`config.mk`:
```
export PLATFORM = sky130hd
export DESIGN_NAME = cal_average_fifo_ctrl
export DESIGN_NICKNAME = d
export VERILOG_FILES = /design/src/rtl/cal_average_fifo_ctrl.sv
export SDC_FILE = /design/constraint.sdc
export NUM_CORES = 1
export LEC_CHECK = 0
export ABC_AREA = 1
export CAP_MARGIN = 20
export CORE_MARGIN = 5
export CORE_UTILIZATION = 30
export DETAILED_ROUTE_END_ITERATION = 10
export PLACE_DENSITY_LB_ADDON = 0.08
export SYNTH_ARGS = -nofsm -noshare
export SYNTH_HDL_FRONTEND = slang
export SYNTH_SLANG_ARGS = --single-unit
```
`constraint.sdc`:
```
create_clock -name CLOCK -period 2.2 [get_ports CLOCK]
set_input_delay 0.33 -clock CLOCK [delete_from_list [all_inputs] [get_ports CLOCK]]
set_output_delay 0.33 -clock CLOCK [all_outputs]
set_load 0.01 [all_outputs]
```
`src/rtl/cal_average_fifo_ctrl.sv`:
```
// FIFO controller for the 128x32 pipelined USRAM buffer in the calibrator averaging path.
// Owns pointers, occupancy and sticky error flags; aligns RVALID with the RAM read latency.
module cal_average_fifo_ctrl #(
    parameter int unsigned WIDTH        = 32,
    parameter int unsigned DEPTH        = 128,
    parameter int unsigned AW           = 7,
    parameter int unsigned RD_LATENCY   = 2,
    parameter int unsigned AFULL_THRESH = 120
) (
    input  logic             CLOCK,
    input  logic             RESET,
    input  logic             FLUSH,
    input  logic             CLR_ERR,
    input  logic             WE,
    input  logic [WIDTH-1:0] WDATA,
    input  logic             RE,
    output logic [WIDTH-1:0] RDATA,
    output logic             RVALID,
    output logic             FULL,
    output logic             EMPTY,
    output logic             AFULL,
    output logic [AW:0]      COUNT,
    output logic             OVERFLOW,
    output logic             UNDERFLOW,
    output logic             RAM_WEN,
    output logic [AW-1:0]    RAM_WADDR,
    output logic [WIDTH-1:0] RAM_WDATA,
    output logic             RAM_REN,
    output logic [AW-1:0]    RAM_RADDR,
    input  logic [WIDTH-1:0] RAM_RDATA
);

    localparam int unsigned CW = AW + 1;

    logic [AW-1:0]         r_wr_ptr;
    logic [AW-1:0]         r_rd_ptr;
    logic [CW-1:0]         r_count;
    logic [RD_LATENCY-1:0] r_vld_pipe;
    logic                  r_overflow;
    logic                  r_underflow;

    logic                  w_full;
    logic                  w_empty;
    logic                  w_wr_acc;
    logic                  w_rd_acc;
    logic [AW-1:0]         w_wr_ptr_nxt;
    logic [AW-1:0]         w_rd_ptr_nxt;
    logic [CW-1:0]         w_count_nxt;
    logic [RD_LATENCY-1:0] w_vld_nxt;
    logic                  w_overflow_nxt;
    logic                  w_underflow_nxt;

    assign w_full  = (r_count == CW'(DEPTH));
    assign w_empty = (r_count == '0);

    // Accepts are gated by FLUSH and by RESET so the RAM is never touched while clearing.
    assign w_wr_acc = WE & ~w_full  & ~FLUSH & ~RESET;
    assign w_rd_acc = RE & ~w_empty & ~FLUSH & ~RESET;

    always_comb begin
        w_wr_ptr_nxt    = r_wr_ptr;
        w_rd_ptr_nxt    = r_rd_ptr;
        w_count_nxt     = r_count;
        w_vld_nxt       = '0;
        w_overflow_nxt  = r_overflow;
        w_underflow_nxt = r_underflow;

        if (FLUSH) begin
            w_wr_ptr_nxt = '0;
            w_rd_ptr_nxt = '0;
            w_count_nxt  = '0;
        end else begin
            if (w_wr_acc) w_wr_ptr_nxt = r_wr_ptr + AW'(1);
            if (w_rd_acc) w_rd_ptr_nxt = r_rd_ptr + AW'(1);
            if (w_wr_acc && !w_rd_acc)      w_count_nxt = r_count + CW'(1);
            else if (w_rd_acc && !w_wr_acc) w_count_nxt = r_count - CW'(1);

            for (int unsigned i = RD_LATENCY - 1; i > 0; i--) begin
                w_vld_nxt[i] = r_vld_pipe[i-1];
            end
            w_vld_nxt[0] = w_rd_acc;

            // A fresh error beats a same-cycle clear.
            if (WE && w_full)   w_overflow_nxt  = 1'b1;
            else if (CLR_ERR)   w_overflow_nxt  = 1'b0;
            if (RE && w_empty)  w_underflow_nxt = 1'b1;
            else if (CLR_ERR)   w_underflow_nxt = 1'b0;
        end
    end

    always_ff @(posedge CLOCK or posedge RESET) begin
        if (RESET) begin
            r_wr_ptr    <= '0;
            r_rd_ptr    <= '0;
            r_count     <= '0;
            r_vld_pipe  <= '0;
            r_overflow  <= 1'b0;
            r_underflow <= 1'b0;
        end else begin
            r_wr_ptr    <= w_wr_ptr_nxt;
            r_rd_ptr    <= w_rd_ptr_nxt;
            r_count     <= w_count_nxt;
            r_vld_pipe  <= w_vld_nxt;
            r_overflow  <= w_overflow_nxt;
            r_underflow <= w_underflow_nxt;
        end
    end

    assign RAM_WEN   = w_wr_acc;
    assign RAM_WADDR = r_wr_ptr;
    assign RAM_WDATA = WDATA;
    assign RAM_REN   = w_rd_acc;
    assign RAM_RADDR = r_rd_ptr;

    assign RDATA     = RAM_RDATA;
    assign RVALID    = r_vld_pipe[RD_LATENCY-1];
    assign FULL      = w_full;
    assign EMPTY     = w_empty;
    assign AFULL     = (r_count >= CW'(AFULL_THRESH));
    assign COUNT     = r_count;
    assign OVERFLOW  = r_overflow;
    assign UNDERFLOW = r_underflow;

endmodule

```
[Word level (Yosys, flattened, before mapping)]
Cells that the tools add are included.
Word-level totals
  input port bits: 70
  bits in read-only memories: 0
  logic and storage cells: 47
  memories kept: 0
  register bits after elaboration: 26
  memory bits (writable): 0
  bits in latches: 0
Cells by class
  multiply operators: 0
  bitwise logic cells: 10
  divide/modulo/power cells: 0
  multiplexer cells: 11
  eq/ne operators: 1
  reduce and logical (&&, ||, !) cells: 14
  $lt $le $gt $ge: 1
  shift operators: 0
  $add $sub $neg: 4
Operators with widths (count)
  two-way mux 7 bit: 4
  two-way mux 8 bit: 3
  adder 7 x 1 -> 7 bit, second input constant: 2
  adder 8 x 1 -> 8 bit, second input constant: 1
  == test 8 bit, second input constant: 1
  greater-or-equal comparator 8 x 7 -> 1 bit, second input constant: 1
  zero test 8 bit: 1
  nonzero test 2 bit: 4
  subtractor 8 x 1 -> 8 bit, second input constant: 1
  bitwise AND 1 bit: 6
  logical AND 1 bit: 4
  inverter 1 bit: 4
  AND reduction 2 bit: 2
  two-way mux 1 bit: 3
  nonzero test 3 bit: 1
  zero test 1 bit: 2
  two-way mux 2 bit: 1

[Depth between registers and ports, before layout]
Gate-level depths: netlist of the first run.
  depth after elaboration: 10
  gate-level depth with buffers: 14
  mapped depth without buffers: 14

[Worst setup path before layout of the first run]
OpenSTA, ideal clock, no wires.
  kind: input -> register
  start point: input RESET
  end point: register r_count[4] (netlist: COUNT[4])
  required time: 2083 ps
  slack: -380 ps
  arrival: 2463 ps
  library setup time: 117 ps
  stages: 11
  cells stage by stage: inv_1 > nand3_1 > nor2_2 > nand2_2 > ha_1 > inv_1 > o21bai_1 > o21bai_1 > or2_2 > nand3_1 > nand2_1
On the way
  cells in the longest elaborated chain, start to end: 6
Ends and longest elaborated chain
  start: declaration: line 11  | input logic RESET,
  inverter 1 bit *: line 57, 58
  bitwise AND 1 bit: line 58  | assign w_rd_acc = RE & ~w_empty & ~FLUSH & ~RESET;
  zero test 1 bit: line 75  | if (w_wr_acc && !w_rd_acc) w_count_nxt = r_count + CW'(1);
  logical AND 1 bit: line 75
  two-way mux 8 bit: line 75
  two-way mux 8 bit: line 68  | if (FLUSH) begin
  end signal: assignment: line 102  | r_count <= w_count_nxt;
  end: declaration: line 37  | logic [CW-1:0] r_count;
Every way passes the cells marked *; elsewhere a longest branch is shown, timed or not.
A chain may end at the register's enable or synchronous reset.

[Worst setup path in the final report of the first run]
  start point: input RE
  end point: output RAM_REN
On the way
  cells in the longest elaborated chain, start to end: 3
Ends and longest elaborated chain
  start: declaration: line 16  | input logic RE,
  bitwise AND 1 bit (3 in series): line 58
  end: declaration: line 28  | output logic RAM_REN,
No other way between the ends.

==> impl_metrics.json, run 1 <==
{
  "drive_above_1_share": 0.246,
  "post-route-drc-count": 0,
  "final_area_um2": 2450,
  "hold_viol": 0,
  "cts_tree": "done",
  "post_drt_wl_per_cell_um": 13.5,
  "p_per_area_nw_per_um2": 1110,
  "worst_setup_path_end_kind": "primary output",
  "fin_crit_sh": 0.952,
  "die_width_um": 93.0,
  "ant_nets": 0,
  "antenna_found_initial": 0,
  "final_cell_mix": "nand2_1, clkdlybuf4s50_1, buf_4, dfrtp_1",
  "wirelength_mm": 4.74,
  "cp.required_ns": 1.87,
  "status": "finished, final reports clean",
  "clock.fmax_ghz": 0.478,
  "final_common_cell": "nand2_1",
  "critPathTopFamily": "buffers and inverters",
  "slew-limit-headroom": 0.759,
  "ys_seq_area_frac": 0.315,
  "firstDrtPassIters": 2,
  "coreArea_um2": 6760,
  "syn_area_um2": 2070,
  "num_rows": 30,
  "overflow": 0,
  "critPathBufInv": 5,
  "dieArea_um2": 8650,
  "pin_count": 164,
  "final_nets": 352,
  "area_growth_pct": 18.7,
  "path_cells": "clkdlybuf4s50_1 > nor3b_4 > o21ai_4 > buf_4 > buf_4 > inv_2 > dlygate4sd2_1",
  "cts_inserted_buffers": 3,
  "cp-start-kind": "input port",
  "max-clock-path-buffers": 2,
  "synth_ff_type": "dfrtp_1",
  "vias": 1611,
  "finClkSkew_ns": 0.00721,
  "synthDistinctLibCells": 28,
  "leakagePower_nw": 1.13,
  "crit_path_max_fanout": 9,
  "grt_use_total": 0.109,
  "cts_root_buffer": "clkbuf_8",
  "insertion_delay_ns": 0.27,
  "hpwl_mm": 3.52,
  "placed_area_um2": 2240,
  "maxCapViolations": 0,
  "drt_iter0_drc": 28,
  "slew_violations": 0,
  "synth-seq-cells": 26,
  "syn_area_per_cell_um2": 7.71,
  "grt_pass1_wl_mm": 7.56,
  "viasPerCell": 4.58,
  "gp_congestion": 0.760,
  "setup_ws_ns": 0.106,
  "antenna_cells": 0,
  "initial_core_util": 0.306,
  "cp_common_cell": "buf_4",
  "cts_hold_buffers": 0,
  "synthCells": 268,
  "path_clk_slew_ns": 0.10,
  "fillers": 724,
  "arrival_ns": 1.76,
  "dp_slack_ns": -0.257,
  "yosysWarnings": 0,
  "synth_edf_count": 0,
  "syn_nets": 347,
  "fin_crit_ns": 2.09,
  "clock_sinks": 26,
  "die_h_um": 93.0,
  "worst_pin_slew_ns": 0.362,
  "cp_slowest_stage_delay_ns": 0.48,
  "setup_violations": 0,
  "htreeDepth": 1,
  "port_buffers": 35,
  "grt_max_degree": 27,
  "critPathKind": "input port to primary output",
  "grt_pass1_vias": 1527,
  "crit_slowest_cell": "clkdlybuf4s50_1",
  "async_reset_ff_frac": 1.00,
  "setup_tns_ns": 0,
  "hold_path_class": "input port to async pin",
  "peakVddDrop_mv": 0.505
}
==> kinds of logic (layout without fill, tap and decap cells) <==
| group | count (synthesis) | after routing | share of synthesized area |
|---|---|---|---|
| compound gates | 29 | 29 | 0.0793 |
| xor+xnor | 1 | 1 | 0.00424 |
| fa+ha+maj | 9 | 9 | 0.0581 |
| buf+inv | 91 | 95 | 0.285 |
| flops | 26 | 26 | 0.315 |
| simple gates | 112 | 112 | 0.258 |
==> synthesized netlist by cell type (2+ instances only) <==
cell / number / area, um^2
a21oi_1: 8 / 40.0
dfrtp_1: 26 / 651
ha_1: 8 / 100
o21ai_1: 7 / 35.0
nand3b_1: 2 / 15.0
nor2_2: 2 / 12.5
inv_1: 21 / 78.8
inv_2: 4 / 15.0
nand4_1: 4 / 25.0
nand2_2: 2 / 12.5
nand3_1: 21 / 105
o21ai_0: 10 / 50.1
nor3_1: 6 / 30.0
buf_4: 64 / 480
nand2_1: 53 / 199
nor2_1: 17 / 63.8
o21bai_1: 2 / 15.0
==> worst paths after layout <==
| path | end | cells after the start | slack (ns) | from |
|---|---|---|---|---|
| worst max-delay path | RAM_REN | 7 | 0.11 | RE |
| worst min-delay path | COUNT[4]$_DFFE_PP0P_ | 3 | 0.35 | RESET |
| worst max register to register | COUNT[4]$_DFFE_PP0P_ | 11 | 0.14 | COUNT[6]$_DFFE_PP0P_ |
| worst min register to register | r_vld_pipe[1]$_DFF_PP0_ | 2 | 0.47 | r_vld_pipe[0]$_DFF_PP0_ |
| max in group asynchronous | RAM_WADDR[6]$_DFFE_PP0P_ | 3 | 1.57 | RESET |
| min in group CLOCK | r_vld_pipe[1]$_DFF_PP0_ | 2 | 0.47 | r_vld_pipe[0]$_DFF_PP0_ |
==> report_power, final <==
part / switching, mW / total (mW) / internal [mW] / leakage [nW]
logic: 0.825 / 1.66 / 0.837 / 0.739
registers: 0.0773 / 0.648 / 0.571 / 0.353
clock network: 0.161 / 0.405 / 0.244 / 0.0357
total: 1.06 / 2.71 / 1.65 / 1.13
==> layout make-up <==
cell class	count	area [um^2]	area share
multi-input cells	151	946	0.386
flip-flops and latches	26	651	0.265
repair buffers	66	586	0.239
well taps	80	100	0.0408
inverters	25	97.6	0.0398
clock buffers	3	41.3	0.0168
clock inverters	1	30.0	0.0123
==> sequential cells by signal (all words and copies together) (netlist names) <==
name,cells
COUNT,8
r_vld_pipe,2
OVERFLOW,1
RAM_RADDR,7
RAM_WADDR,7
UNDERFLOW,1
==> timing repair <==
item / in CTS / in global routing
resized for setup: 6 / 19
buffers inserted: 1 / 3
setup endpoints to repair: 2 / 4
gates cloned: 0 / 0
pin swaps: 2 / 8
==> per-layer routing <==
layer / GRT usage / share of wire
met1: 0.139 / 0.47
met2: 0.177 / 0.46
met3: 0.0338 / 0.061
met4: 0.0354 / 0.0091
met5: 0 / 0
==> worst reg2reg max path: stages (launching register included) <==
cell and delay [ns]:
dfrtp_1 0.42, nor2_2 0.13, nand2_2 0.09, o21ai_4 0.18, nand2_4 0.15, ha_4 0.28
inv_1 0.08, o21bai_2 0.08, o21bai_4 0.17, or2_2 0.27, nand3_1 0.07, nand2_1 0.05
==> stage by stage <==
step,hold slack (ns),util,power [mW],std cells
after floorplan,0.229,-,1.55,268
after global placement,0.453,0.331,2.12,344
after detailed placement,0.452,0.331,2.10,344
after CTS,0.366,0.344,2.54,349
after global routing,0.383,0.363,2.96,352
final,0.355,0.363,2.71,352
No activity file was read; power rests on OpenSTA's default activity.
==> run 2: changes to the inputs <==
ABC_CLOCK_PERIOD_IN_PS = 2200   (was default)
==> results of run 2 <==
Same layout as run 1: the final DEF is identical, and so are final timing and power.
==> run 3: changes to the inputs <==
HOLD_SLACK_MARGIN = 0.06   (was default)
PLACE_DENSITY = 0.75   (was default)
PLACE_DENSITY_LB_ADDON = default   (was 0.08)
==> run 3 against run 2 <==
  * Clock skew grew 0.00086 ns
  * Clock power shrank 22%
  * Worst hold slack gained 0.023 ns
  * Sequential power shrank 2%
  * Fmax shrank 3.0%
  * Register-to-register slack lost 0.05 ns
  * Non-clock buffer count shrank 8
  * Core utilization shrank 1.7 points
  * Total power shrank 8.1%
==> impl_metrics.json, run 3 (same netlist as run 1, synthesis figures left out) <==
{
  "met3_usage": 0.0298,
  "seq_power_share": 0.256,
  "cp-start-kind": "input port",
  "firstDrtPassIters": 4,
  "dieArea_um2": 8650,
  "clock.fmax_ghz": 0.463,
  "final_common_cell": "nand2_1",
  "slew_violations": 0,
  "multi_input_area_um2": 907,
  "cts_inserted_buffers": 3,
  "fillers": 701,
  "die_h_um": 93.0,
  "regArea_um2": 651,
  "port_buffers": 35,
  "gr-max-usage-layer": "met2",
  "met1_usage": 0.124,
  "post-route-drc-count": 0,
  "htreeDepth": 1,
  "p_int_mw": 1.47,
  "initial_core_util": 0.306,
  "setup_tns_ns": 0,
  "path_clk_slew_ns": 0.10,
  "critPathKind": "input port to flip-flop",
  "antenna_cells": 0,
  "finClkSkew_ns": 0.00808,
  "grt_use_total": 0.0996,
  "fin_crit_ns": 2.16,
  "switching_share": 0.412,
  "drt_iter0_drc": 48,
  "vias": 1619,
  "largest_reg_flops": 8,
  "arrival_ns": 2.32,
  "clock_sinks": 26,
  "slew-limit-headroom": 0.767,
  "worst_setup_path_end_kind": "flip-flop",
  "leakagePower_nw": 1.09,
  "cts_tree": "done",
  "cp.required_ns": 2.36,
  "insertion_delay_ns": 0.27,
  "pin_count": 164,
  "fin_crit_sh": 0.981,
  "num_rows": 30,
  "grt_pass1_wl_mm": 7.16,
  "p_per_area_nw_per_um2": 1070,
  "grtUsageMet2": 0.169,
  "gp_congestion": 0.816,
  "grt_pass1_vias": 1539,
  "max-clock-path-buffers": 2,
  "antenna_found_initial": 0,
  "hold_viol": 0,
  "cts_hold_buffers": 0,
  "clock_power_share": 0.126,
  "setup_violations": 0,
  "coreArea_um2": 6760,
  "status": "finished, final reports clean",
  "die_width_um": 93.0,
  "crit_path_max_fanout": 8,
  "hold_path_class": "input port to async pin",
  "grt_max_degree": 27,
  "hpwl_mm": 3.41,
  "post_drt_wl_per_cell_um": 13.1,
  "whs_ns": 0.378,
  "worst_pin_slew_ns": 0.349,
  "overflow": 0,
  "viasPerCell": 4.71,
  "area_growth_pct": 13.1,
  "drive_above_1_share": 0.193,
  "peakVddDrop_mv": 0.581,
  "totalPowerFinal_mw": 2.49,
  "maxCapViolations": 0,
  "cts_root_buffer": "clkbuf_8",
  "final_nets": 344,
  "wirelength_mm": 4.49,
  "ant_nets": 0,
  "p_comb_frac": 0.619,
  "p_switching_mw": 1.03,
  "final_cell_mix": "nand2_1, clkdlybuf4s50_1, dfrtp_1, buf_4, inv_1"
}
==> run 3: changes by cell type in the layout (fill, tap and decap cells not counted), sizes merged <==
cell / previous run / this run
dlygate4sd2: 4 / 3
buf: 31 / 23
dlymetal6s2s: 0 / 1
clkbuf: 3 / 4
bufinv: 1 / 0
==> run 3: layout make-up <==
cell class              count  share of cell area
flip-flops and latches     26               0.279
well taps                  80              0.0428
inverters                  25              0.0418
clock buffers               4              0.0236
repair buffers             58               0.225
multi-input cells         151               0.388
==> run 3: power groups by stage <==
| stage | Combinational (mW) | Clock [mW] | Sequential (mW) |
|---|---|---|---|
| detailed placement | 1.42 | 0 | 0.644 |
| finish | 1.54 | 0.314 | 0.638 |
| CTS | 1.43 | 0.323 | 0.636 |
| floorplan | 0.827 | 0 | 0.718 |
| global route | 1.71 | 0.347 | 0.651 |
| global placement | 1.39 | 0 | 0.641 |
==> run 3: worst max-delay path, cell delays in order <==
cell and delay [ns]:
clkdlybuf4s50_1 0.49, nor3b_4 0.23, o21ai_4 0.10, nand2_4 0.15, inv_1 0.08, fa_1 0.42
nor3_1 0.18, nand3b_1 0.16, nand2_1 0.07, nand2_1 0.06, o21ai_1 0.05
==> run 3: path summary, 6_finish.rpt <==
path / startpoint / endpoint / slack [ns] / cells after the start
min in group CLOCK: r_vld_pipe[0]$_DFF_PP0_ / r_vld_pipe[1]$_DFF_PP0_ / 0.47 / 2
setup reg to reg: COUNT[4]$_DFFE_PP0P_ / COUNT[6]$_DFFE_PP0P_ / 0.09 / 12
hold reg to reg: r_vld_pipe[0]$_DFF_PP0_ / r_vld_pipe[1]$_DFF_PP0_ / 0.47 / 2
max in group asynchronous: RESET / RAM_WADDR[1]$_DFFE_PP0P_ / 1.56 / 3
hold / removal: RESET / RAM_RADDR[5]$_DFFE_PP0P_ / 0.38 / 3
setup / recovery: RE / COUNT[6]$_DFFE_PP0P_ / 0.04 / 11
==> run 3: metrics by stage <==
stage	utilization	setup slack [ns]	instances	area [um^2]
3_5_place_dp	0.326	-0.265	339	2200
5_1_grt	0.346	-0.0580	344	2340
6_report	0.346	0.0417	344	2340
2_1_floorplan	-	-0.0130	268	2080
3_3_place_gp	0.326	-0.181	339	2200
4_1_cts	0.335	0.0156	343	2260
==> run 3: timing repair <==
action | 4_1_cts | 5_1_grt
pin swaps | 1 | 1
buffers inserted | 0 | 1
gates resized for setup | 5 | 11
setup endpoints to repair | 2 | 5
==> run 3: routing by layer <==
metal,part of all wire,up-vias
met1,0.44,761
met4,0.017,0
li1,-,784
met2,0.47,62
met5,0,-
met3,0.073,12
